### src/rtl/duck_pkg.sv
// duck_pkg: shared types and constants for the duck spawn controller.
//   duck_state_e : spawn FSM state (IDLE, REQ, FLY, FALL, COOL, DONE)
//   GS_PLAY      : game_state encoding that enables the block
//   SCREEN_W/H, HUD_H, SPRITE_SZ : playfield geometry in pixels
//   clamp10()    : clamps a 10-bit value into [lo, hi]
package duck_pkg;

  typedef enum logic [2:0] {
    IDLE = 3'd0,
    REQ  = 3'd1,
    FLY  = 3'd2,
    FALL = 3'd3,
    COOL = 3'd4,
    DONE = 3'd5
  } duck_state_e;

  localparam logic [1:0] GS_PLAY = 2'b01;

  localparam int unsigned SCREEN_W  = 960;
  localparam int unsigned SCREEN_H  = 704;
  localparam int unsigned HUD_H     = 96;
  localparam int unsigned SPRITE_SZ = 64;

  function automatic logic [9:0] clamp10(input logic [9:0] v,
                                         input logic [9:0] lo,
                                         input logic [9:0] hi);
    if (v < lo) return lo;
    if (v > hi) return hi;
    return v;
  endfunction

endpackage

### src/rtl/duck_spawn_ctrl_if.sv
// duck_spawn_ctrl_if: request/acknowledge link to the random-position RNG.
//   rng_req : controller -> RNG, a new position is wanted
//   rng_ack : RNG -> controller, one-cycle pulse, position valid
//   rng_hor : RNG -> controller, raw random x
//   rng_ver : RNG -> controller, raw random y
// Handshake: rng_req acts as ready and rng_ack as valid. rng_req stays high
// until the cycle rng_ack is sampled high; rng_hor/rng_ver are taken only on
// that cycle and rng_req is low on the following cycle. rng_ack while rng_req
// is low carries nothing and is ignored.
interface duck_spawn_ctrl_if;
  logic       rng_req;
  logic       rng_ack;
  logic [9:0] rng_hor;
  logic [9:0] rng_ver;

  modport master (output rng_req, input rng_ack, rng_hor, rng_ver);
  modport slave  (input rng_req, output rng_ack, rng_hor, rng_ver);
endinterface

### src/rtl/duck_frame_timer.sv
// duck_frame_timer: loadable frame down-counter.
//   clk, rst  : clock, asynchronous active-low reset
//   load      : load load_val (takes priority over tick)
//   load_val  : start count
//   tick      : decrement enable (already qualified by the caller)
//   expire    : high on the tick that brings the count to zero
module duck_frame_timer #(
  parameter int W = 10
) (
  input  logic         clk,
  input  logic         rst,
  input  logic         load,
  input  logic [W-1:0] load_val,
  input  logic         tick,
  output logic         expire
);

  localparam logic [W-1:0] ONE = 1;

  logic [W-1:0] count;

  always_ff @(posedge clk or negedge rst) begin
    if (!rst) begin
      count <= '0;
    end else if (load) begin
      count <= load_val;
    end else if (tick && (count != '0)) begin
      count <= count - ONE;
    end
  end

  assign expire = tick && (count == ONE);

endmodule

### src/rtl/duck_spawn_ctrl.sv
// duck_spawn_ctrl: sequences one duck per spawn slot through request, flight,
// hit/escape and cooldown, and tallies hits and misses for a round.
//   clk, rst       : pixel clock, asynchronous active-low reset
//   frame_tick     : one-cycle pulse per video frame
//   game_state     : game FSM state; only GS_PLAY enables the block
//   rng            : RNG request/acknowledge link (master side)
//   hit            : shot-on-duck pulse
//   duck_x/duck_y  : sprite position
//   duck_visible   : sprite enable; duck_falling selects the falling sprite
//   hit_cnt/miss_cnt : round tallies; round_done : round finished (level)
//   state_dbg      : current FSM state
// Build option: DUCK_SPAWN_CTRL_MOVE_EN enables per-frame movement in FLY and
// FALL; without it the duck stays at its spawn point and FALL ends on the
// first frame_tick.
module duck_spawn_ctrl
  import duck_pkg::*;
#(
  parameter int unsigned DUCK_LIFE_FRAMES = 120,
  parameter int unsigned COOLDOWN_FRAMES  = 30,
  parameter int unsigned DUCKS_PER_ROUND  = 10,
  parameter int unsigned SPEED            = 2,
  parameter int unsigned HOR_MAX          = SCREEN_W - SPRITE_SZ,
  parameter int unsigned VER_MIN          = HUD_H,
  parameter int unsigned VER_MAX          = SCREEN_H - SPRITE_SZ
) (
  input  logic                      clk,
  input  logic                      rst,
  input  logic                      frame_tick,
  input  logic [1:0]                game_state,
  duck_spawn_ctrl_if.master         rng,
  input  logic                      hit,
  output logic [9:0]                duck_x,
  output logic [9:0]                duck_y,
  output logic                      duck_visible,
  output logic                      duck_falling,
  output logic [3:0]                hit_cnt,
  output logic [3:0]                miss_cnt,
  output logic                      round_done,
  output duck_state_e               state_dbg
);

`ifdef DUCK_SPAWN_CTRL_MOVE_EN
  localparam bit MOVE_ON = 1'b1;
`else
  localparam bit MOVE_ON = 1'b0;
`endif

  localparam logic [9:0] LIFE_C      = 10'(DUCK_LIFE_FRAMES);
  localparam logic [9:0] COOL_C      = 10'(COOLDOWN_FRAMES);
  localparam logic [4:0] ROUND_C     = 5'(DUCKS_PER_ROUND);
  localparam logic [9:0] SPEED_C     = 10'(SPEED);
  localparam logic [9:0] FALL_STEP_C = 10'(2 * SPEED);
  localparam logic [9:0] HOR_MAX_C   = 10'(HOR_MAX);
  localparam logic [9:0] HOR_HALF_C  = 10'(HOR_MAX / 2);
  localparam logic [9:0] VER_MIN_C   = 10'(VER_MIN);
  localparam logic [9:0] VER_MAX_C   = 10'(VER_MAX);

  duck_state_e state_q, state_d;
  logic       play;
  logic       spawn, clr_cnt, inc_hit, inc_miss, cool_load;
  logic       life_exp, cool_exp, fall_end, round_full;
  logic       fly_step, fall_step;
  logic [9:0] x_q, y_q, spawn_x, spawn_y, x_fly, y_fly, y_fall;
  logic       dir_q, dir_fly;

  assign play       = (game_state == GS_PLAY);
  assign round_full = ({1'b0, hit_cnt} + {1'b0, miss_cnt}) == ROUND_C;
  // Without movement the fall animation is a single frame.
  assign fall_end   = MOVE_ON ? (y_q == VER_MAX_C) : frame_tick;
  assign fly_step   = MOVE_ON && play && frame_tick && (state_q == FLY);
  assign fall_step  = MOVE_ON && play && frame_tick && (state_q == FALL);

  duck_frame_timer #(.W(10)) u_life (
    .clk      (clk),
    .rst      (rst),
    .load     (spawn),
    .load_val (LIFE_C),
    .tick     (frame_tick && (state_q == FLY)),
    .expire   (life_exp)
  );

  duck_frame_timer #(.W(10)) u_cool (
    .clk      (clk),
    .rst      (rst),
    .load     (cool_load),
    .load_val (COOL_C),
    .tick     (frame_tick && (state_q == COOL)),
    .expire   (cool_exp)
  );

  always_ff @(posedge clk or negedge rst) begin
    if (!rst) state_q <= IDLE;
    else      state_q <= state_d;
  end

  // Leaving PLAY overrides every state; a hit beats a same-cycle life expiry.
  always_comb begin
    state_d   = state_q;
    spawn     = 1'b0;
    clr_cnt   = 1'b0;
    inc_hit   = 1'b0;
    inc_miss  = 1'b0;
    cool_load = 1'b0;
    if (!play) begin
      state_d = IDLE;
    end else begin
      case (state_q)
        IDLE: begin
          clr_cnt = 1'b1;
          state_d = REQ;
        end
        REQ: if (rng.rng_ack) begin
          spawn   = 1'b1;
          state_d = FLY;
        end
        FLY: begin
          if (hit) begin
            inc_hit = 1'b1;
            state_d = FALL;
          end else if (life_exp) begin
            inc_miss  = 1'b1;
            cool_load = 1'b1;
            state_d   = COOL;
          end
        end
        FALL: if (fall_end) begin
          cool_load = 1'b1;
          state_d   = COOL;
        end
        COOL: if (cool_exp) state_d = round_full ? DONE : REQ;
        DONE: state_d = DONE;
        default: state_d = IDLE;
      endcase
    end
  end

  // Spawn clamp and per-frame motion; edge tests precede the add/subtract so
  // the 10-bit values never wrap.
  always_comb begin
    spawn_x = (rng.rng_hor > HOR_MAX_C) ? HOR_HALF_C : rng.rng_hor;
    spawn_y = clamp10(rng.rng_ver, VER_MIN_C, VER_MAX_C);
    x_fly   = x_q;
    dir_fly = dir_q;
    if (dir_q) begin
      if (x_q >= HOR_MAX_C - SPEED_C) begin
        x_fly   = HOR_MAX_C;
        dir_fly = 1'b0;
      end else begin
        x_fly = x_q + SPEED_C;
      end
    end else begin
      if (x_q <= SPEED_C) begin
        x_fly   = '0;
        dir_fly = 1'b1;
      end else begin
        x_fly = x_q - SPEED_C;
      end
    end
    y_fly  = (y_q <= VER_MIN_C + SPEED_C) ? VER_MIN_C : y_q - SPEED_C;
    y_fall = (y_q >= VER_MAX_C - FALL_STEP_C) ? VER_MAX_C : y_q + FALL_STEP_C;
  end

  always_ff @(posedge clk or negedge rst) begin
    if (!rst) begin
      x_q      <= '0;
      y_q      <= '0;
      dir_q    <= 1'b0;
      hit_cnt  <= '0;
      miss_cnt <= '0;
    end else begin
      if (clr_cnt) begin
        hit_cnt  <= '0;
        miss_cnt <= '0;
      end
      if (inc_hit)  hit_cnt  <= hit_cnt + 4'd1;
      if (inc_miss) miss_cnt <= miss_cnt + 4'd1;
      if (spawn) begin
        x_q   <= spawn_x;
        y_q   <= spawn_y;
        dir_q <= rng.rng_hor[0];
      end else if (fly_step) begin
        x_q   <= x_fly;
        y_q   <= y_fly;
        dir_q <= dir_fly;
      end else if (fall_step) begin
        y_q <= y_fall;
      end
    end
  end

  assign rng.rng_req  = (state_q == REQ);
  assign duck_visible = (state_q == FLY) || (state_q == FALL);
  assign duck_falling = (state_q == FALL);
  assign round_done   = (state_q == DONE);
  assign duck_x       = x_q;
  assign duck_y       = y_q;
  assign state_dbg    = state_q;

endmodule

### src/flat_wrapper.sv
// flat-port wrapper written by rule: the top's interface ports become plain ports
module duck_spawn_ctrl_flat import duck_pkg::*;
#(
  parameter int unsigned DUCK_LIFE_FRAMES = 120,
  parameter int unsigned COOLDOWN_FRAMES  = 30,
  parameter int unsigned DUCKS_PER_ROUND  = 10,
  parameter int unsigned SPEED            = 2,
  parameter int unsigned HOR_MAX          = SCREEN_W - SPRITE_SZ,
  parameter int unsigned VER_MIN          = HUD_H,
  parameter int unsigned VER_MAX          = SCREEN_H - SPRITE_SZ
)
  (clk, rst, frame_tick, game_state, hit, duck_x, duck_y, duck_visible, duck_falling, hit_cnt, miss_cnt, round_done, state_dbg, rng_rng_req, rng_rng_ack, rng_rng_hor, rng_rng_ver);
  duck_spawn_ctrl_if rng_i ();
  input  logic clk;
  input  logic rst;
  input  logic frame_tick;
  input  logic [1:0] game_state;
  input  logic hit;
  output logic [9:0] duck_x;
  output logic [9:0] duck_y;
  output logic duck_visible;
  output logic duck_falling;
  output logic [3:0] hit_cnt;
  output logic [3:0] miss_cnt;
  output logic round_done;
  output duck_state_e state_dbg;
  output wire logic [$bits(rng_i.rng_req)-1:0] rng_rng_req;
  input wire logic [$bits(rng_i.rng_ack)-1:0] rng_rng_ack;
  input wire logic [$bits(rng_i.rng_hor)-1:0] rng_rng_hor;
  input wire logic [$bits(rng_i.rng_ver)-1:0] rng_rng_ver;
  assign rng_rng_req = rng_i.rng_req;
  assign rng_i.rng_ack = rng_rng_ack;
  assign rng_i.rng_hor = rng_rng_hor;
  assign rng_i.rng_ver = rng_rng_ver;
  duck_spawn_ctrl #(.DUCK_LIFE_FRAMES(DUCK_LIFE_FRAMES), .COOLDOWN_FRAMES(COOLDOWN_FRAMES), .DUCKS_PER_ROUND(DUCKS_PER_ROUND), .SPEED(SPEED), .HOR_MAX(HOR_MAX), .VER_MIN(VER_MIN), .VER_MAX(VER_MAX)) u_core (.clk(clk), .rst(rst), .frame_tick(frame_tick), .game_state(game_state), .rng(rng_i), .hit(hit), .duck_x(duck_x), .duck_y(duck_y), .duck_visible(duck_visible), .duck_falling(duck_falling), .hit_cnt(hit_cnt), .miss_cnt(miss_cnt), .round_done(round_done), .state_dbg(state_dbg));
endmodule
### config.mk
export PLATFORM = sky130hd
export DESIGN_NAME = duck_spawn_ctrl_flat
export DESIGN_NICKNAME = d
export VERILOG_FILES = /design/src/rtl/duck_pkg.sv /design/src/rtl/duck_spawn_ctrl_if.sv /design/src/rtl/duck_frame_timer.sv /design/src/rtl/duck_spawn_ctrl.sv /design/src/flat_wrapper.sv
export SDC_FILE = /design/constraint.sdc
export NUM_CORES = 1
export LEC_CHECK = 0
export CAP_MARGIN = 20
export CORE_MARGIN = 1
export CORE_UTILIZATION = 28
export DETAILED_ROUTE_END_ITERATION = 10
export DONT_BUFFER_PORTS = 1
export SLEW_MARGIN = 15
export SYNTH_ARGS = -nofsm -noshare
export SYNTH_HDL_FRONTEND = slang
export SYNTH_SLANG_ARGS = --single-unit
### constraint.sdc
create_clock -name clk -period 4.6 [get_ports clk]
set_clock_uncertainty 0.1 [all_clocks]
set_input_delay 0.46 -clock clk [delete_from_list [all_inputs] [get_ports clk]]
set_output_delay 0.46 -clock clk [all_outputs]
set_load 0.03 [all_outputs]
== Word level (Yosys, flattened, before mapping) ==
Cells that the tools add are included.
W data, S select, Z words.

* Bits in writable memories: 0
* Bits in latches: 0
* Output and inout port bits: 35
* Bits in registers: 51
* Bits in read-only memories: 0
* Memories kept: 0
* Bits of input ports: 27

* Magnitude comparators: 3
* Bitwise operators: 0
* Eq/ne operators: 13
* Multipliers: 0
* Div/mod/pow operators: 0
* Shifts and indexed selects: 0
* $add $sub $neg: 5
* Muxes and demuxes: 38
* Reductions and logical operators: 15

{| class="wikitable"
|+ Operator list
! operator !! number
|-
| $mux W10 || 9
|-
| $mux W3 || 7
|-
| $eq A10 B1 Y1 const B || 2
|-
| $gt A10 B10 Y1 const B || 2
|-
| $reduce_bool A10 Y1 || 2
|-
| $sub A10 B1 Y10 const B || 2
|-
| $pmux W3 S6 || 1
|-
| $mux W1 || 17
|-
| $mux W4 || 3
|-
| $lt A10 B7 Y1 const B || 1
|-
| $ne A3 B3 Y1 const B || 3
|-
| $add A4 B1 Y4 const B || 2
|-
| $reduce_bool A2 Y1 || 4
|-
| $eq A3 B2 Y1 const B || 2
|-
| $eq A3 B3 Y1 const B || 2
|-
| $logic_and A1 B1 Y1 || 6
|-
| $add A4 B4 Y5 || 1
|-
| $eq A5 B4 Y1 const B || 1
|-
| $ne A4 B4 Y1 const B || 1
|-
| $reduce_and A4 Y1 || 1
|-
| $eq A3 B1 Y1 const B || 1
|-
| $logic_not A3 Y1 || 1
|-
| $eq A2 B1 Y1 const B || 1
|-
| $pmux W1 S2 || 1
|-
| $logic_or A1 B1 Y1 || 1
|}

== Depth between registers and ports, before layout ==
Gate-level depths: netlist (run 1).

* Depth in word-level cells: 8
* Depth in mapped cells: 7
* Depth with buffers taken out: 7

== Hierarchy ==
Synthesis (run 1) repeated with hierarchy kept, for this count alone.

* Cell total of the unflattened synthesis: 328
* Area, all modules: 2990.4 um2

{| class="wikitable"
|+ By module, submodules not included
! module !! sequential area each (um2) !! area each (um2) !! cells each !! times used
|-
| duck_spawn_ctrl || 775.7 || 1706.6 || 184 || 1
|-
| duck_frame_timer || 250.2 || 641.9 || 72 || 2
|}

== Worst setup path before layout (run 1) ==
No wires, ideal clock.

* Path kind: register -> register
* Start point: register u_core.state_q[0], in the netlist u_core.state_dbg[0]
* End point: register u_core.y_q[0], in the netlist u_core.duck_y[0]
* Arrival time: 2.397 ns
* Cell stages (with the launch flop): 7
* Setup time: 0.066 ns
* Slack: 2.036 ns
* Cell sequence: dfrtp_1 > buf_2 > nor3b_1 > nand3_1 > buf_2 > a211oi_2 > a22o_1

* Cells in the longest elaborated chain, start to end: 3

{| class="wikitable"
|+ Ends and longest elaborated chain
! item !! line !! RTL
|-
| start, declared || duck_spawn_ctrl.sv:58 || <nowiki>duck_state_e state_q, state_d;</nowiki>
|-
| start signal, assigned || duck_spawn_ctrl.sv:93 || <nowiki>else state_q <= state_d;</nowiki>
|-
| $eq A3 B1 Y1 || -- ||
|-
| net rng_rng_req || flat_wrapper.sv:27 || <nowiki>output wire logic [$bits(rng_i.rng_req)-1:0] rng_rng_req;</nowiki>
|-
| $mux W1 || duck_spawn_ctrl.sv:107 || <nowiki>case (state_q)</nowiki>
|-
| $mux W1 || duck_spawn_ctrl.sv:104 || <nowiki>if (!play) begin</nowiki>
|-
| end signal, assigned || duck_spawn_ctrl.sv:179 || <nowiki>y_q <= spawn_y;</nowiki>
|-
| end signal, assigned || duck_spawn_ctrl.sv:183 || <nowiki>y_q <= y_fly;</nowiki>
|-
| end signal, assigned || duck_spawn_ctrl.sv:186 || <nowiki>y_q <= y_fall;</nowiki>
|-
| end, declared || duck_spawn_ctrl.sv:63 || <nowiki>logic [9:0] x_q, y_q, spawn_x, spawn_y, x_fly, y_fly, y_fall;</nowiki>
|}

The timed path passes the listed nets, and every way through them passes these cells.
A chain may end at the register's enable or synchronous reset.

== Worst setup path in the final report (run 1) ==
* Start point: register u_core.state_q[1], in the netlist u_core.state_dbg[1]
* End point: output port duck_falling

* Cells in the longest elaborated chain, start to end: 1

{| class="wikitable"
|+ Ends and longest elaborated chain
! item !! line !! RTL
|-
| $eq A3 B2 Y1 || duck_spawn_ctrl.sv:193 || <nowiki>assign duck_falling = (state_q == FALL);</nowiki>
|-
| end, declared || flat_wrapper.sv:22 || <nowiki>output logic duck_falling;</nowiki>
|}

No other way between the ends.

==> flow_summary.ini, run 1 <==
[die]
rows = 36
core_area_um2 = 9860
die_h_um = 103
die_w_um = 103
initial_core_util = 0.291
ios = 62
die_area_um2 = 10700

[run]
cap_viol_max_count = 0

[synthesis]
synth_edf_count = 0
yosysWarnings = 0
synth_area_um2 = 2870
synth_cells = 299
avgSynthCellArea_um2 = 9.60
yosysTopAreaCellShare = 0.444
synth_nets = 339
ys_types = 49
synth_seq_area_share = 0.444
synthTopCellsByCount = 51 x dfrtp_1, 33 x nand2_1, 22 x o21ai_0
synth_area_leaders = dfrtp_1 44%, ha_1 5.2%, nand2_1 4.3%, o21ai_0 3.8%, a22o_1 3.1%
yosys.area.top_type = dfrtp_1
ys_ff_latch = 51
synthArstFlopShare = 1.00
synth_top_flop_cell = dfrtp_1
yosysMostFrequentCell = dfrtp_1

[min_path]
hp-class = in2reg

[clock_network]
htreeDepth = 2
cts_hold_buf = 2
post-cts-setup-buffer-count = 0
cts_resized = 0
clockBufferDepth = 2
cts-root-buf = clkbuf_8
cts_tree = yes
cts.sinks = 51
clk_latency_ps = 310
clkTransAtPathRegs_ps = 110
cts_buffers = 5

[finish]
postLayoutCellArea_um2 = 3130
final_util = 0.317
fill_cells = 1015
multi_input_area_um2 = 1500
diodes = 0
register_area_um2 = 1280
instances_no_fill = 430
fin_nets = 336
area_growth_pct = 9.02
layout-drive-gt1-share = 0.0673

[place]
dp.cells = 420
gp_congestion = 0.729
portBuffers = 0
placed_cell_area_um2 = 3000
dp_hpwl_um = 4580

[global_routing]
grt_pass1_wl_um = 10600
grtUsageTotal = 0.128
grt_start_max_net_pins = 52
grt_pass1_vias = 2253
grt_overflow = 0
antenna_found_initial = 0

[worst_setup_path]
critPathRequiredTime_ps = 4040
cp-end-kind = output pin
critPathLaunchType = flip-flop
critPathArrivalTime_ps = 2440
critical_path_class = reg2out
path_max_fanout = 21

[detailed_routing]
via_per_inst = 5.31
ant_nets = 0
wire_per_inst_um = 14.9
num_vias = 2285
route.detailed.drc = 0
dr.pass1.iters = 4
wl_um = 6410
first_iter_violations = 80

[sta]
hold_viol_final = 0
post-route-min-period_ps = 3000
fin_setup_tns_ps = 0
max_slew.worst_pin.slew_ps = 879
slew_headroom = 0.414
fmax_mhz = 333
fin_crit_sh = 0.653
setup_viol = 0
rsz0062_at_grt = no
drv_slew = 0

[power]
peakVddDrop_mv = 0.213
power_w = 0.00146
power.leakage_nw = 1.43
p_per_area_nw_per_um2 = 468

[run_status]
status = complete, no violations
[power breakdown]
part,switching [W],leakage (nW),internal [W]
Sequential,0.000239,0.667,0.000568
Combinational,0.000206,0.708,0.000164
Clock,0.000175,0.0502,0.000113
Total,0.000620,1.43,0.000845
[registers in the layout, indices dropped and copies added, names as in the netlist]
| register | cells |
|---|---|
| u_core.u_life.count | 10 |
| u_core.duck_y | 10 |
| u_core.state_dbg | 3 |
| u_core.hit_cnt | 4 |
| u_core.miss_cnt | 4 |
| u_core.u_cool.count | 10 |
| u_core.duck_x | 10 |
[metal layers]
layer / global-route usage / part of all wire
met5: 0 / 0
met2: 0.216 / 0.49
met3: 0.0376 / 0.059
met1: 0.160 / 0.44
met4: 0.0325 / 0.0094
[cell usage in the layout, fill, tap and decap left out, types with 3 or more instances in the layout]
cell and count:
nor3_1 6, nor2_1 9, inv_1 10, clkbuf_8 5, and2_1 4, or4_1 9
o31ai_1 8, nand2_1 33, nand4_1 6, nor4_1 6, mux2i_1 6, and3_1 5
a21oi_1 14, nor2b_1 5, xor2_1 3, nor3b_1 5, a21o_1 5, nand3_1 11
or3_1 8, a31oi_1 3, dfrtp_1 51, o21ai_0 22, ha_1 12, a22o_1 10
nor4bb_1 3
[worst max-delay path: stages (launching register included)]
cell and delay (ps):
dfrtp_1 930, nor2b_1 780, and2_1 420
[worst paths after layout]
path	start	end	slack [ps]	cells past startpoint
min in group asynchronous	rst	u_core.state_dbg[2]	560	2
worst max register to register	u_core.state_dbg[1]	u_core.state_dbg[0]	1940	4
max in group asynchronous	rst	u_core.duck_y[4]	3600	2
worst max-delay path	u_core.state_dbg[1]	duck_falling	1600	2
worst min-delay path	rng_rng_ver[9]	u_core.duck_y[9]	140	2
worst min register to register	u_core.u_life.count[1]	u_core.u_life.count[1]	450	2
[per-stage QoR]
step	setup slack [ps]	hold slack [ps]
2_1_floorplan	2040	64.4
3_3_place_gp	1990	65.4
3_5_place_dp	1970	65.5
4_1_cts	1610	129
5_1_grt	1420	153
6_report	1600	141
[cell families (layout without fill, tap and decap cells)]
group                      after synthesis  in the layout  synth area share
AOI/OAI and AO/OA                       78             78             0.183
buffers and inverters                   24             22            0.0331
DFF                                     51             51             0.444
muxes                                    7              7            0.0248
and+or+nand+nor                        123            123             0.247
xor gates and xnor gates                 3              3           0.00915
adders and majority gates               13             13            0.0593
[final cells by class]
type,instances,share of cell area
multi-input combinational,224,0.479
sequential,51,0.408
tap,133,0.0532
inverter,10,0.0120
timing repair buffer,4,0.0168
clock buffer,5,0.0220
clock inverter,3,0.00919
No activity file was read; power rests on OpenSTA's default activity.
==> run 2, diff against run 1 <==
==> constraint.sdc (replaced) <==
create_clock -name clk -period 2.6 [get_ports clk]
set_clock_uncertainty 0.1 [all_clocks]
set_input_delay 0.26 -clock clk [delete_from_list [all_inputs] [get_ports clk]]
set_output_delay 0.26 -clock clk [all_outputs]
set_load 0.03 [all_outputs]
==> flow_summary.ini, run 2 (same netlist as run 1, synthesis figures left out) <==
[global_routing]
grt_pass1_wl_um = 10800
antenna_found_initial = 0
grt.met3_usage = 0.0403
grt_use_met2 = 0.224
grt_start_max_net_pins = 52
grtUsageTotal = 0.130
gr-max-usage-layer = met2
grt_pass1_vias = 2266
use_met1 = 0.158
grt_overflow = 0

[sta]
slew_headroom = 0.522
max_slew.worst_pin.slew_ps = 711
drv_slew = 0
hold_viol_final = 0
setup_viol = 0
post-route-min-period_ps = 2130
rsz0062_at_grt = no
fin_setup_tns_ps = 0
fmax_mhz = 469
fin_crit_sh = 0.820

[worst_setup_path]
path_max_fanout = 14
slowest_delay_ps = 540
path_cells = buf_4, nor2b_1, and2_1
cp-end-kind = output pin
slowest_stage = dfrtp_1
critPathRequiredTime_ps = 2240
critical_path_class = reg2out
critPathLaunchType = flip-flop
critPathLaunch = u_core.state_dbg[2]
reg2reg_from = u_core.u_life.count[6]
critPathArrivalTime_ps = 1770

[clock_network]
cts.sinks = 51
cts_buffers = 5
htreeDepth = 2
clk_latency_ps = 310
cts_hold_buf = 18
clkTransAtPathRegs_ps = 100
cts_tree = yes
post-cts-setup-buffer-count = 0
cts_resized = 0
cts-root-buf = clkbuf_8
clockBufferDepth = 2

[finish]
diodes = 0
instances_no_fill = 453
fill_cells = 989
fin_nets = 359
layout-drive-gt1-share = 0.0813
final_common_cell = dfrtp_1
area_growth_pct = 17.1
final_cell_mix = 51 x dfrtp_1, 33 x nand2_1, 22 x o21ai_0

[place]
dp.cells = 426
dp_hpwl_um = 4570
gp_congestion = 0.745
portBuffers = 0

[die]
ios = 62
die_w_um = 103
rows = 36
core_area_um2 = 9860
die_h_um = 103
initial_core_util = 0.291
die_area_um2 = 10700

[power]
power.leakage_nw = 1.53
p_per_area_nw_per_um2 = 800
peakVddDrop_mv = 0.333

[min_path]
min-delay-start = hit
hp-class = in2reg

[run]
cap_viol_max_count = 0

[detailed_routing]
route.detailed.drc = 0
num_vias = 2372
dr.pass1.iters = 4
via_per_inst = 5.24
wire_per_inst_um = 14.9
wl_um = 6730
ant_nets = 0
first_iter_violations = 69

[run_status]
status = complete, no violations
==> run 2: cell types whose count changed in the layout (fill, tap and decap cells not counted), sizes merged <==
cell         change
clkinvlp         +1
buf              +6
clkinv           -2
dlygate4sd3     +17
bufinv           +1
==> run 2: routing by layer <==
metal  part of all wire  vias to the layer above
met5                  0                        -
met4             0.0033                        0
met3              0.056                        2
met2               0.49                       62
met1               0.45                     1149
li1                   -                     1159
==> run 2: metrics by stage <==
| step | instance area, um^2 | total power (W) | utilization | hold WS, ps | setup slack [ps] |
|---|---|---|---|---|---|
| after global placement | 3040 | 0.00205 | 0.308 | -134 | 549 |
| after global routing | 3360 | 0.00287 | 0.341 | 7.40 | 258 |
| after floorplan | 2870 | 0.00192 | - | -136 | 36.4 |
| after detailed placement | 3040 | 0.00209 | 0.308 | -135 | 501 |
| after CTS | 3350 | 0.00271 | 0.340 | 2.17 | 434 |
| final | 3360 | 0.00269 | 0.341 | 13.5 | 469 |
==> run 2: critical path, delay by kind of cell, from the launching register on <==
kind	cells	cell delay (ps)
buf+inv	1	250
flops	1	540
simple gates	2	680
==> run 2: final timing paths <==
path | slack, ps | endpoint | cells past startpoint
max | 470 | duck_falling | 3
min | 10 | u_core.hit_cnt[1] | 2
max reg2reg | 470 | u_core.u_life.count[6] | 4
min reg2reg | 450 | u_core.u_life.count[2] | 1
max in group asynchronous | 1770 | u_core.duck_x[8] | 2
min in group asynchronous | 360 | u_core.state_dbg[1] | 2
==> run 2: final cells by class <==
cell class | count | area (um^2) | share of cell area
timing repair buffer | 27 | 268 | 0.0796
tap | 133 | 166 | 0.0495
sequential | 51 | 1280 | 0.379
clock buffer | 5 | 68.8 | 0.0205
multi-input combinational | 224 | 1500 | 0.446
inverter | 10 | 37.5 | 0.0112
clock inverter | 3 | 46.3 | 0.0138
==> run 2: power breakdown <==
| group | leakage, nW | internal, W | switching (W) |
|---|---|---|---|
| combinational | 0.810 | 0.000313 | 0.000389 |
| sequential | 0.667 | 0.00100 | 0.000408 |
| clock | 0.0548 | 0.000290 | 0.000285 |
| total | 1.53 | 0.00161 | 0.00108 |
